==> src/rtl/bfly_r2_stage_par_if.sv <==
`default_nettype none
// +--------------------------------------------------------------------------+
// | Module      : bfly_r2_stage_par_if                                       |
// | Description : Sample bus of the parallel radix-2 butterfly stage. It     |
// |               carries the input beat with its control and the two output |
// |               paths. The sat_flag member exists only when BFLY_SAT_EN    |
// |               is defined.                                                |
// | Revision    : 1.0 - initial release                                      |
// +--------------------------------------------------------------------------+
interface bfly_r2_stage_par_if #(
    parameter int IN_W    = 9,
    parameter int OUT_W   = 10,
    parameter int LANES   = 16,
    parameter int BLK_CYC = 16
);
    localparam int c_beat_w = $clog2(BLK_CYC);

    logic                         valid_in;
    logic                         blk_clr;
    logic                         scale_en;
    logic [LANES-1:0][IN_W-1:0]   in_a_real;
    logic [LANES-1:0][IN_W-1:0]   in_a_imag;
    logic [LANES-1:0][IN_W-1:0]   in_b_real;
    logic [LANES-1:0][IN_W-1:0]   in_b_imag;

    logic                         valid_out;
    logic                         last_out;
    logic [c_beat_w-1:0]          beat_out;
    logic [LANES-1:0][OUT_W-1:0]  out_add_real;
    logic [LANES-1:0][OUT_W-1:0]  out_add_imag;
    logic [LANES-1:0][OUT_W-1:0]  out_sub_real;
    logic [LANES-1:0][OUT_W-1:0]  out_sub_imag;
`ifdef BFLY_SAT_EN
    logic                         sat_flag;
`endif

    // Upstream side: produces sample pairs, consumes results
    modport master (
`ifdef BFLY_SAT_EN
        input  sat_flag,
`endif
        output valid_in, blk_clr, scale_en,
        output in_a_real, in_a_imag, in_b_real, in_b_imag,
        input  valid_out, last_out, beat_out,
        input  out_add_real, out_add_imag, out_sub_real, out_sub_imag
    );

    // Butterfly side
    modport slave (
`ifdef BFLY_SAT_EN
        output sat_flag,
`endif
        input  valid_in, blk_clr, scale_en,
        input  in_a_real, in_a_imag, in_b_real, in_b_imag,
        output valid_out, last_out, beat_out,
        output out_add_real, out_add_imag, out_sub_real, out_sub_imag
    );
endinterface
`default_nettype wire

==> src/rtl/bfly_r2_stage_par.sv <==
`default_nettype none
// +--------------------------------------------------------------------------+
// | Module      : bfly_r2_stage_par                                          |
// | Description : Parallel radix-2 DIF butterfly stage. Per lane it outputs  |
// |               a+b and (a-b)*W with W in {1, -j} chosen from the in-block |
// |               beat index. Two register stages (input, output), block     |
// |               beat counter with clear, per-block divide-by-2 scaling.    |
// |               Optional macro BFLY_SAT_EN: clamp to the OUT_W range and   |
// |               raise a sticky sat_flag instead of wrapping.               |
// | Revision    : 1.0 - initial release                                      |
// +--------------------------------------------------------------------------+
module bfly_r2_stage_par #(
    parameter int IN_W    = 9,
    parameter int OUT_W   = 10,
    parameter int LANES   = 16,
    parameter int BLK_CYC = 16,
    parameter int TW_MODE = 1
) (
    input  logic               clk,
    input  logic               rstn,
    bfly_r2_stage_par_if.slave bus
);
    localparam int c_beat_w = $clog2(BLK_CYC);
    // Sum/difference width: one growth bit, so neither can overflow
    localparam int c_sum_w  = IN_W + 1;
    localparam logic [c_beat_w-1:0] c_last_beat = c_beat_w'(BLK_CYC - 1);
`ifdef BFLY_SAT_EN
    localparam int c_out_max = (2 ** (OUT_W - 1)) - 1;
    localparam int c_out_min = -(2 ** (OUT_W - 1));
`endif

    // (x + 1) >>> 1 rewritten as (x >>> 1) + lsb: identical result, no extra bit
    function automatic logic signed [c_sum_w-1:0] scale_half(
        input logic signed [c_sum_w-1:0] x,
        input logic                      en
    );
        if (en) begin
            scale_half = (x >>> 1) + $signed({{(c_sum_w-1){1'b0}}, x[0]});
        end else begin
            scale_half = x;
        end
    endfunction

`ifdef BFLY_SAT_EN
    // Returns {overflow, value}: value clamped to the signed OUT_W range
    function automatic logic [OUT_W:0] fit_out(input logic signed [c_sum_w-1:0] x);
        int v;
        v = int'(x);
        if (v > c_out_max) begin
            fit_out = {1'b1, OUT_W'(c_out_max)};
        end else if (v < c_out_min) begin
            fit_out = {1'b1, OUT_W'(c_out_min)};
        end else begin
            fit_out = {1'b0, OUT_W'(x)};
        end
    endfunction
`else
    // Sign-extends when OUT_W is wider, wraps (drops MSBs) when narrower
    function automatic logic [OUT_W-1:0] fit_out(input logic signed [c_sum_w-1:0] x);
        fit_out = OUT_W'(x);
    endfunction
`endif

    // ---------------------------------------------------------------- stage 1
    logic [c_beat_w-1:0]        cnt_q, cnt_d;
    logic                       scale_lat_q, scale_lat_d;
    logic [c_beat_w-1:0]        w_beat_idx;
    logic                       w_beat_scale;

    logic                       s1_valid_q;
    logic                       s1_scale_q;
    logic [c_beat_w-1:0]        s1_beat_q;
    logic [LANES-1:0][IN_W-1:0] s1_ar_q, s1_ai_q, s1_br_q, s1_bi_q;

    // Beat counter next state; index and block scale of the beat being accepted
    always_comb begin
        cnt_d        = cnt_q;
        scale_lat_d  = scale_lat_q;
        w_beat_idx   = bus.blk_clr ? '0 : cnt_q;
        w_beat_scale = scale_lat_q;
        if (bus.blk_clr) begin
            cnt_d = bus.valid_in ? c_beat_w'(1) : '0;
        end else if (bus.valid_in) begin
            cnt_d = cnt_q + c_beat_w'(1);
        end
        // Scale is sampled only at block start and then governs the whole block
        if (bus.valid_in && (w_beat_idx == '0)) begin
            scale_lat_d  = bus.scale_en;
            w_beat_scale = bus.scale_en;
        end
    end

    // Input register: captures operands with their own beat index and scale
    always_ff @(posedge clk or negedge rstn) begin
        if (!rstn) begin
            cnt_q       <= '0;
            scale_lat_q <= 1'b0;
            s1_valid_q  <= 1'b0;
            s1_scale_q  <= 1'b0;
            s1_beat_q   <= '0;
            s1_ar_q     <= '0;
            s1_ai_q     <= '0;
            s1_br_q     <= '0;
            s1_bi_q     <= '0;
        end else begin
            cnt_q       <= cnt_d;
            scale_lat_q <= scale_lat_d;
            s1_valid_q  <= bus.valid_in;
            if (bus.valid_in) begin
                s1_beat_q  <= w_beat_idx;
                s1_scale_q <= w_beat_scale;
                s1_ar_q    <= bus.in_a_real;
                s1_ai_q    <= bus.in_a_imag;
                s1_br_q    <= bus.in_b_real;
                s1_bi_q    <= bus.in_b_imag;
            end
        end
    end

    // ---------------------------------------------------------------- twiddle
    logic w_tw;
    if (TW_MODE == 1) begin : g_tw_half
        assign w_tw = s1_beat_q[c_beat_w-1];
    end else if (TW_MODE == 2) begin : g_tw_quarter
        assign w_tw = s1_beat_q[c_beat_w-2];
    end else begin : g_tw_none
        assign w_tw = 1'b0;
    end

    // ---------------------------------------------------------------- stage 2
`ifdef BFLY_SAT_EN
    logic [LANES-1:0] w_lane_ovf;
`endif

    for (genvar l = 0; l < LANES; l++) begin : g_lane
        logic signed [c_sum_w-1:0] w_ar, w_ai, w_br, w_bi;
        logic signed [c_sum_w-1:0] w_sum_r, w_sum_i, w_dif_r, w_dif_i;
        logic signed [c_sum_w-1:0] w_tw_r, w_tw_i;
        logic [OUT_W-1:0]          add_r_d, add_i_d, sub_r_d, sub_i_d;
        logic [OUT_W-1:0]          add_r_q, add_i_q, sub_r_q, sub_i_q;

        assign w_ar    = c_sum_w'($signed(s1_ar_q[l]));
        assign w_ai    = c_sum_w'($signed(s1_ai_q[l]));
        assign w_br    = c_sum_w'($signed(s1_br_q[l]));
        assign w_bi    = c_sum_w'($signed(s1_bi_q[l]));
        assign w_sum_r = w_ar + w_br;
        assign w_sum_i = w_ai + w_bi;
        assign w_dif_r = w_ar - w_br;
        assign w_dif_i = w_ai - w_bi;
        // -j: (r, i) -> (i, -r); |difference| < 2^IN_W so the negation is exact
        assign w_tw_r  = w_tw ? w_dif_i  : w_dif_r;
        assign w_tw_i  = w_tw ? -w_dif_r : w_dif_i;

`ifdef BFLY_SAT_EN
        logic [OUT_W:0] w_fit_ar, w_fit_ai, w_fit_sr, w_fit_si;
        assign w_fit_ar = fit_out(scale_half(w_sum_r, s1_scale_q));
        assign w_fit_ai = fit_out(scale_half(w_sum_i, s1_scale_q));
        assign w_fit_sr = fit_out(scale_half(w_tw_r, s1_scale_q));
        assign w_fit_si = fit_out(scale_half(w_tw_i, s1_scale_q));
        assign add_r_d  = w_fit_ar[OUT_W-1:0];
        assign add_i_d  = w_fit_ai[OUT_W-1:0];
        assign sub_r_d  = w_fit_sr[OUT_W-1:0];
        assign sub_i_d  = w_fit_si[OUT_W-1:0];
        assign w_lane_ovf[l] = w_fit_ar[OUT_W] | w_fit_ai[OUT_W]
                             | w_fit_sr[OUT_W] | w_fit_si[OUT_W];
`else
        assign add_r_d = fit_out(scale_half(w_sum_r, s1_scale_q));
        assign add_i_d = fit_out(scale_half(w_sum_i, s1_scale_q));
        assign sub_r_d = fit_out(scale_half(w_tw_r, s1_scale_q));
        assign sub_i_d = fit_out(scale_half(w_tw_i, s1_scale_q));
`endif

        // Output register: loads on a valid beat, otherwise holds its value
        always_ff @(posedge clk or negedge rstn) begin
            if (!rstn) begin
                add_r_q <= '0;
                add_i_q <= '0;
                sub_r_q <= '0;
                sub_i_q <= '0;
            end else if (s1_valid_q) begin
                add_r_q <= add_r_d;
                add_i_q <= add_i_d;
                sub_r_q <= sub_r_d;
                sub_i_q <= sub_i_d;
            end
        end

        assign bus.out_add_real[l] = add_r_q;
        assign bus.out_add_imag[l] = add_i_q;
        assign bus.out_sub_real[l] = sub_r_q;
        assign bus.out_sub_imag[l] = sub_i_q;
    end

    logic                valid_out_q;
    logic [c_beat_w-1:0] beat_out_q;

    // Output valid and beat index travel alongside the data
    always_ff @(posedge clk or negedge rstn) begin
        if (!rstn) begin
            valid_out_q <= 1'b0;
            beat_out_q  <= '0;
        end else begin
            valid_out_q <= s1_valid_q;
            if (s1_valid_q) begin
                beat_out_q <= s1_beat_q;
            end
        end
    end

    assign bus.valid_out = valid_out_q;
    assign bus.beat_out  = beat_out_q;
    assign bus.last_out  = valid_out_q && (beat_out_q == c_last_beat);

`ifdef BFLY_SAT_EN
    logic sat_q, sat_d;

    // Sticky clamp indicator; a block clear wipes it, a new clamp sets it
    always_comb begin
        sat_d = bus.blk_clr ? 1'b0 : sat_q;
        if (s1_valid_q && (|w_lane_ovf)) begin
            sat_d = 1'b1;
        end
    end

    // Clamp indicator register
    always_ff @(posedge clk or negedge rstn) begin
        if (!rstn) begin
            sat_q <= 1'b0;
        end else begin
            sat_q <= sat_d;
        end
    end

    assign bus.sat_flag = sat_q;
`endif
endmodule
`default_nettype wire

==> src/flat_wrapper.sv <==
// flat-port wrapper written by rule: the top's interface ports become plain ports
module bfly_r2_stage_par_flat 
#(
    parameter int IN_W    = 9,
    parameter int OUT_W   = 10,
    parameter int LANES   = 16,
    parameter int BLK_CYC = 16,
    parameter int TW_MODE = 1
)
  (clk, rstn, bus_valid_in, bus_blk_clr, bus_scale_en, bus_in_a_real, bus_in_a_imag, bus_in_b_real, bus_in_b_imag, bus_valid_out, bus_last_out, bus_beat_out, bus_out_add_real, bus_out_add_imag, bus_out_sub_real, bus_out_sub_imag);
  bfly_r2_stage_par_if #(.IN_W(IN_W), .OUT_W(OUT_W), .LANES(LANES), .BLK_CYC(BLK_CYC)) bus_i ();
  input  logic clk;
  input  logic rstn;
  input wire logic [$bits(bus_i.valid_in)-1:0] bus_valid_in;
  input wire logic [$bits(bus_i.blk_clr)-1:0] bus_blk_clr;
  input wire logic [$bits(bus_i.scale_en)-1:0] bus_scale_en;
  input wire logic [$bits(bus_i.in_a_real)-1:0] bus_in_a_real;
  input wire logic [$bits(bus_i.in_a_imag)-1:0] bus_in_a_imag;
  input wire logic [$bits(bus_i.in_b_real)-1:0] bus_in_b_real;
  input wire logic [$bits(bus_i.in_b_imag)-1:0] bus_in_b_imag;
  output wire logic [$bits(bus_i.valid_out)-1:0] bus_valid_out;
  output wire logic [$bits(bus_i.last_out)-1:0] bus_last_out;
  output wire logic [$bits(bus_i.beat_out)-1:0] bus_beat_out;
  output wire logic [$bits(bus_i.out_add_real)-1:0] bus_out_add_real;
  output wire logic [$bits(bus_i.out_add_imag)-1:0] bus_out_add_imag;
  output wire logic [$bits(bus_i.out_sub_real)-1:0] bus_out_sub_real;
  output wire logic [$bits(bus_i.out_sub_imag)-1:0] bus_out_sub_imag;
  assign bus_i.valid_in = bus_valid_in;
  assign bus_i.blk_clr = bus_blk_clr;
  assign bus_i.scale_en = bus_scale_en;
  assign bus_i.in_a_real = bus_in_a_real;
  assign bus_i.in_a_imag = bus_in_a_imag;
  assign bus_i.in_b_real = bus_in_b_real;
  assign bus_i.in_b_imag = bus_in_b_imag;
  assign bus_valid_out = bus_i.valid_out;
  assign bus_last_out = bus_i.last_out;
  assign bus_beat_out = bus_i.beat_out;
  assign bus_out_add_real = bus_i.out_add_real;
  assign bus_out_add_imag = bus_i.out_add_imag;
  assign bus_out_sub_real = bus_i.out_sub_real;
  assign bus_out_sub_imag = bus_i.out_sub_imag;
  bfly_r2_stage_par #(.IN_W(IN_W), .OUT_W(OUT_W), .LANES(LANES), .BLK_CYC(BLK_CYC), .TW_MODE(TW_MODE)) u_core (.clk(clk), .rstn(rstn), .bus(bus_i));
endmodule
==> config.mk <==
export PLATFORM = sky130hd
export DESIGN_NAME = bfly_r2_stage_par_flat
export DESIGN_NICKNAME = d
export VERILOG_FILES = /design/src/rtl/bfly_r2_stage_par_if.sv /design/src/rtl/bfly_r2_stage_par.sv /design/src/flat_wrapper.sv
export SDC_FILE = /design/constraint.sdc
export NUM_CORES = 2
export LEC_CHECK = 0
export CAP_MARGIN = 10
export CORE_UTILIZATION = 40
export DETAILED_ROUTE_END_ITERATION = 10
export PLACE_DENSITY_LB_ADDON = 0.1
export SYNTH_ARGS = -nofsm -noshare
export SYNTH_HDL_FRONTEND = slang
export SYNTH_SLANG_ARGS = --single-unit
==> constraint.sdc <==
create_clock -name clk -period 7.3 [get_ports clk]
set_input_delay 1.095 -clock clk [delete_from_list [all_inputs] [get_ports clk]]
set_output_delay 1.095 -clock clk [all_outputs]
set_load 0.01 [all_outputs]
==> impl_results.md <==
* Status: finished, final reports clean
* Count leader, synth: dfrtp_1
* Synth Flop Type: dfrtp_1
* Syn_nets at 11520
* Pin count of the biggest net entering global routing at 202
* Bufs on Longest Clock Path at 3
* Final setup margin at 3415 ps
* Final Hold Viols at 0
* CP Capture Type: flip-flop
* Crit path required time at 7970 ps
* Final wirelength at 339.7 mm
* Number of enable flip-flop cells after synthesis at 0
* Nets@finish at 12440
* Top sig layer: met5
* Total power at 33.62 mW
* Antenna violations before repair at 62
* Final period util at 53.22%
* Clock Sinks at 1232
* Max Freq at 0.2574 GHz
* Pwr Density at 308.3 nW/um^2
* GRT Util Overall at 29.52%
* CTS tree: built
* Metal-1 WL at 144.4 mm
* Register area share after synthesis at 34.61%
* Placed insts at 13870
* Crit-path cells: buf_4, buf_4, mux2i_1, ha_1, nand2_1, nor3_1, nor3b_1, a41oi_1, mux2_2
* Worst R2R Path Depth at 9
* Worst Hold Class: in -> async
* Reg-to-Reg Start: u_core.s1_beat_q[3]
* Vias after detailed routing at 78650
* Routed wire length per instance at 23.94 um
* Max FO, Critical Path at 43
* Synth area leader: dfrtp_1
* Initial drt markers at 5657
* Met2 Wirelength at 154.5 mm
* Post-synth ARST share at 100.0%
* Leak at 46.80 nW
* Die Wd at 473.9 um
* Clock skew at 28.80 ps
* Most frequent cell on the critical path: buf_4
* Area grow syn2layout at 22.41%
* Max Cap Viol at 0
* Vias/cell at 5.543
* Core Area at 220600 um^2
* Congestion Overflow GR at 0
* Root buffer cell: clkbuf_16
* PostCTS Resize Cnt at 0
* Final core utilization at 49.43%
* ANT nets after route at 0
* Post-DP HPWL at 262.8 mm
* Max H-tree Level at 4
* Most frequent cells after synthesis: dfrtp_1 (1232), o21ai_0 (951), nand2_1 (926)
* Avg Cell Area, Syn at 8.776 um^2
* Layout cells sized above 1 at 7.375%
* Die H at 473.9 um
* Clk Latency, worst-skew pair at 820 ps
* Vias in the first global route at 76670
* Reg2Reg Capture Point: u_core.g_lane[13].sub_i_q[9]
* I/O pin total at 1227
* RSZ-0062 raised after global routing: no
* First-pass GRT wire length at 500.1 mm
* Synth top area share at 34.61%
* Slowest cell on crit path: dfrtp_4
* Synthesized instance count at 10150
* Met3 layer wire length in the routed design at 21.63 mm
* Slew HR at 28.02%
* Slew Viols, Final at 0
* Synth area leaders: dfrtp_1 (35%), ha_1 (10%), o21ai_0 (5.3%)
* Setup violators final at 0
* Warnings from Yosys at 0
* GPL Wtd Cong at 0.9290
* Crit-path max cell delay at 830 ps
* Die ar. at 224600 um^2
* Post-CTS Hold Buffers at 0
* Setup crit start kind: flip-flop
* Tightest Pin Transition at 1080 ps
* WP data arrival at 4560 ps
* Initial Utilization at 40.38%
* Cell variety after synth at 105
* DRC at 0
* Clock transition at path regs at 60 ps
* Finished Layout Cells at 14190
* Total CTS buffers at 154
* Post-CTS Setup Bufs at 0
* Mapped Area at 89080 um^2
* Worst vdd ir at 0.2280 mV
* Min Tclk post-route at 3885 ps
* Critical path type: reg -> reg
* FF-to-FF setup slack at 3420 ps
* Final TNS setup at 0 ps
* Place WS at 3470 ps
* Number of fill cells in the layout at 20730
* DRT Pass-1 Iters at 8
* Port-buffer cells at 1226
* # rows at 172
* Register bit total from synthesis at 1232
where the power goes:
| part | switching, mW | total [mW] | internal, mW |
|---|---|---|---|
| logic | 8.87 | 15.6 | 6.72 |
| registers | 1.68 | 10.1 | 8.37 |
| clock network | 3.24 | 7.98 | 4.74 |
| total | 13.8 | 33.6 | 19.8 |
registers in the layout (all words and copies together) (netlist names):
register,flops
u_core.bus.beat_out,4
u_core.bus.valid_out,1
u_core.cnt_q,4
u_core.g_lane.add_i_q,160
u_core.g_lane.add_r_q,160
u_core.g_lane.sub_i_q,160
u_core.g_lane.sub_r_q,160
u_core.g_lane.w_ai,144
u_core.g_lane.w_ar,144
u_core.g_lane.w_bi,144
u_core.g_lane.w_br,144
u_core.s1_beat_q,4
u_core.s1_scale_q,1
u_core.s1_valid_q,1
u_core.scale_lat_q,1
worst max-delay path, delay by kind of cell, from the launching register on:
| kind | cells | cell delay [ps] |
|---|---|---|
| AO/OA/AOI/OAI | 1 | 160 |
| adder cells (fa/ha/maj) | 1 | 210 |
| flip-flops | 1 | 830 |
| AND/OR/NAND/NOR | 3 | 810 |
| multiplexers | 2 | 620 |
| buffers and inverters | 2 | 1070 |
cells in the final DEF, fill, tap and decap left out, types with 41 or more instances in the layout:
master / instances
mux2i_1: 294
nor2b_1: 127
a21o_1: 159
a31oi_1: 156
nand2_1: 924
nand3_1: 265
o21bai_1: 78
clkdlybuf4s50_1: 1224
ha_1: 721
a21oi_1: 646
or2_2: 41
a211oi_1: 69
and3_1: 56
o21ai_0: 951
o2111ai_1: 41
nor2_1: 744
a221oi_1: 44
dfrtp_1: 1229
mux2_2: 396
o21a_1: 87
o211ai_1: 52
diode_2: 45
clkbuf_16: 163
nor3b_1: 69
nand2b_1: 147
nor3_1: 167
fa_1: 64
or3_1: 61
xnor2_1: 417
xor2_1: 197
inv_1: 763
a2111oi_0: 42
cell type report:
class                   count  area (um^2)  area share, %
multi-input cells        7631        53340          48.92
clock buffers             225         4632          4.248
well taps                2958         3701          3.394
flip-flops and latches   1232        30840          28.28
repair buffers           1281        12940          11.87
inverters                 769         2909          2.668
clock inverters            48        560.5         0.5141
diodes                     45        112.6         0.1033
through the flow:
step | cell area, um^2 | hold slack, ps
final | 109000 | 219.7
after floorplan | 89080 | 442.3
after global routing | 109000 | 224.4
after global placement | 103700 | 465.1
after detailed placement | 103700 | 472.9
after CTS | 108900 | 225.0
worst max-delay path by stage:
stage                                  start                           end  slack, ps  depth (start not counted)
floorplan                u_core.s1_beat_q[3]   u_core.g_lane[1].sub_i_q[8]       3300                         15
global placement         u_core.s1_beat_q[3]  u_core.g_lane[13].sub_i_q[8]       3490                         10
detailed placement       u_core.s1_beat_q[3]  u_core.g_lane[13].sub_i_q[8]       3470                         10
CTS                      u_core.s1_beat_q[3]  u_core.g_lane[13].sub_i_q[8]       3450                         10
global route        u_core.g_lane[5].w_ar[0]   u_core.g_lane[5].sub_r_q[9]       3070                         13
finish                   u_core.s1_beat_q[3]  u_core.g_lane[13].sub_i_q[9]       3420                          9
layer usage:
metal / global-route usage [%] / up-vias
met3: 5.538 / 483
met5: 0 / -
met1: 37.77 / 38410
met4: 16.10 / 10
met2: 46.89 / 2332
li1: - / 37420
cell families after synthesis:
group	count (synthesis)	synth area share (%)
DFF	1232	34.61
AOI/OAI and AO/OA	2697	18.73
muxes	693	8.376
xor gates and xnor gates	618	6.130
buffers and inverters	1287	5.541
and+or+nand+nor	2838	15.05
adders and majority gates	785	11.57
Note: power is estimated with default switching activity, not from simulation.
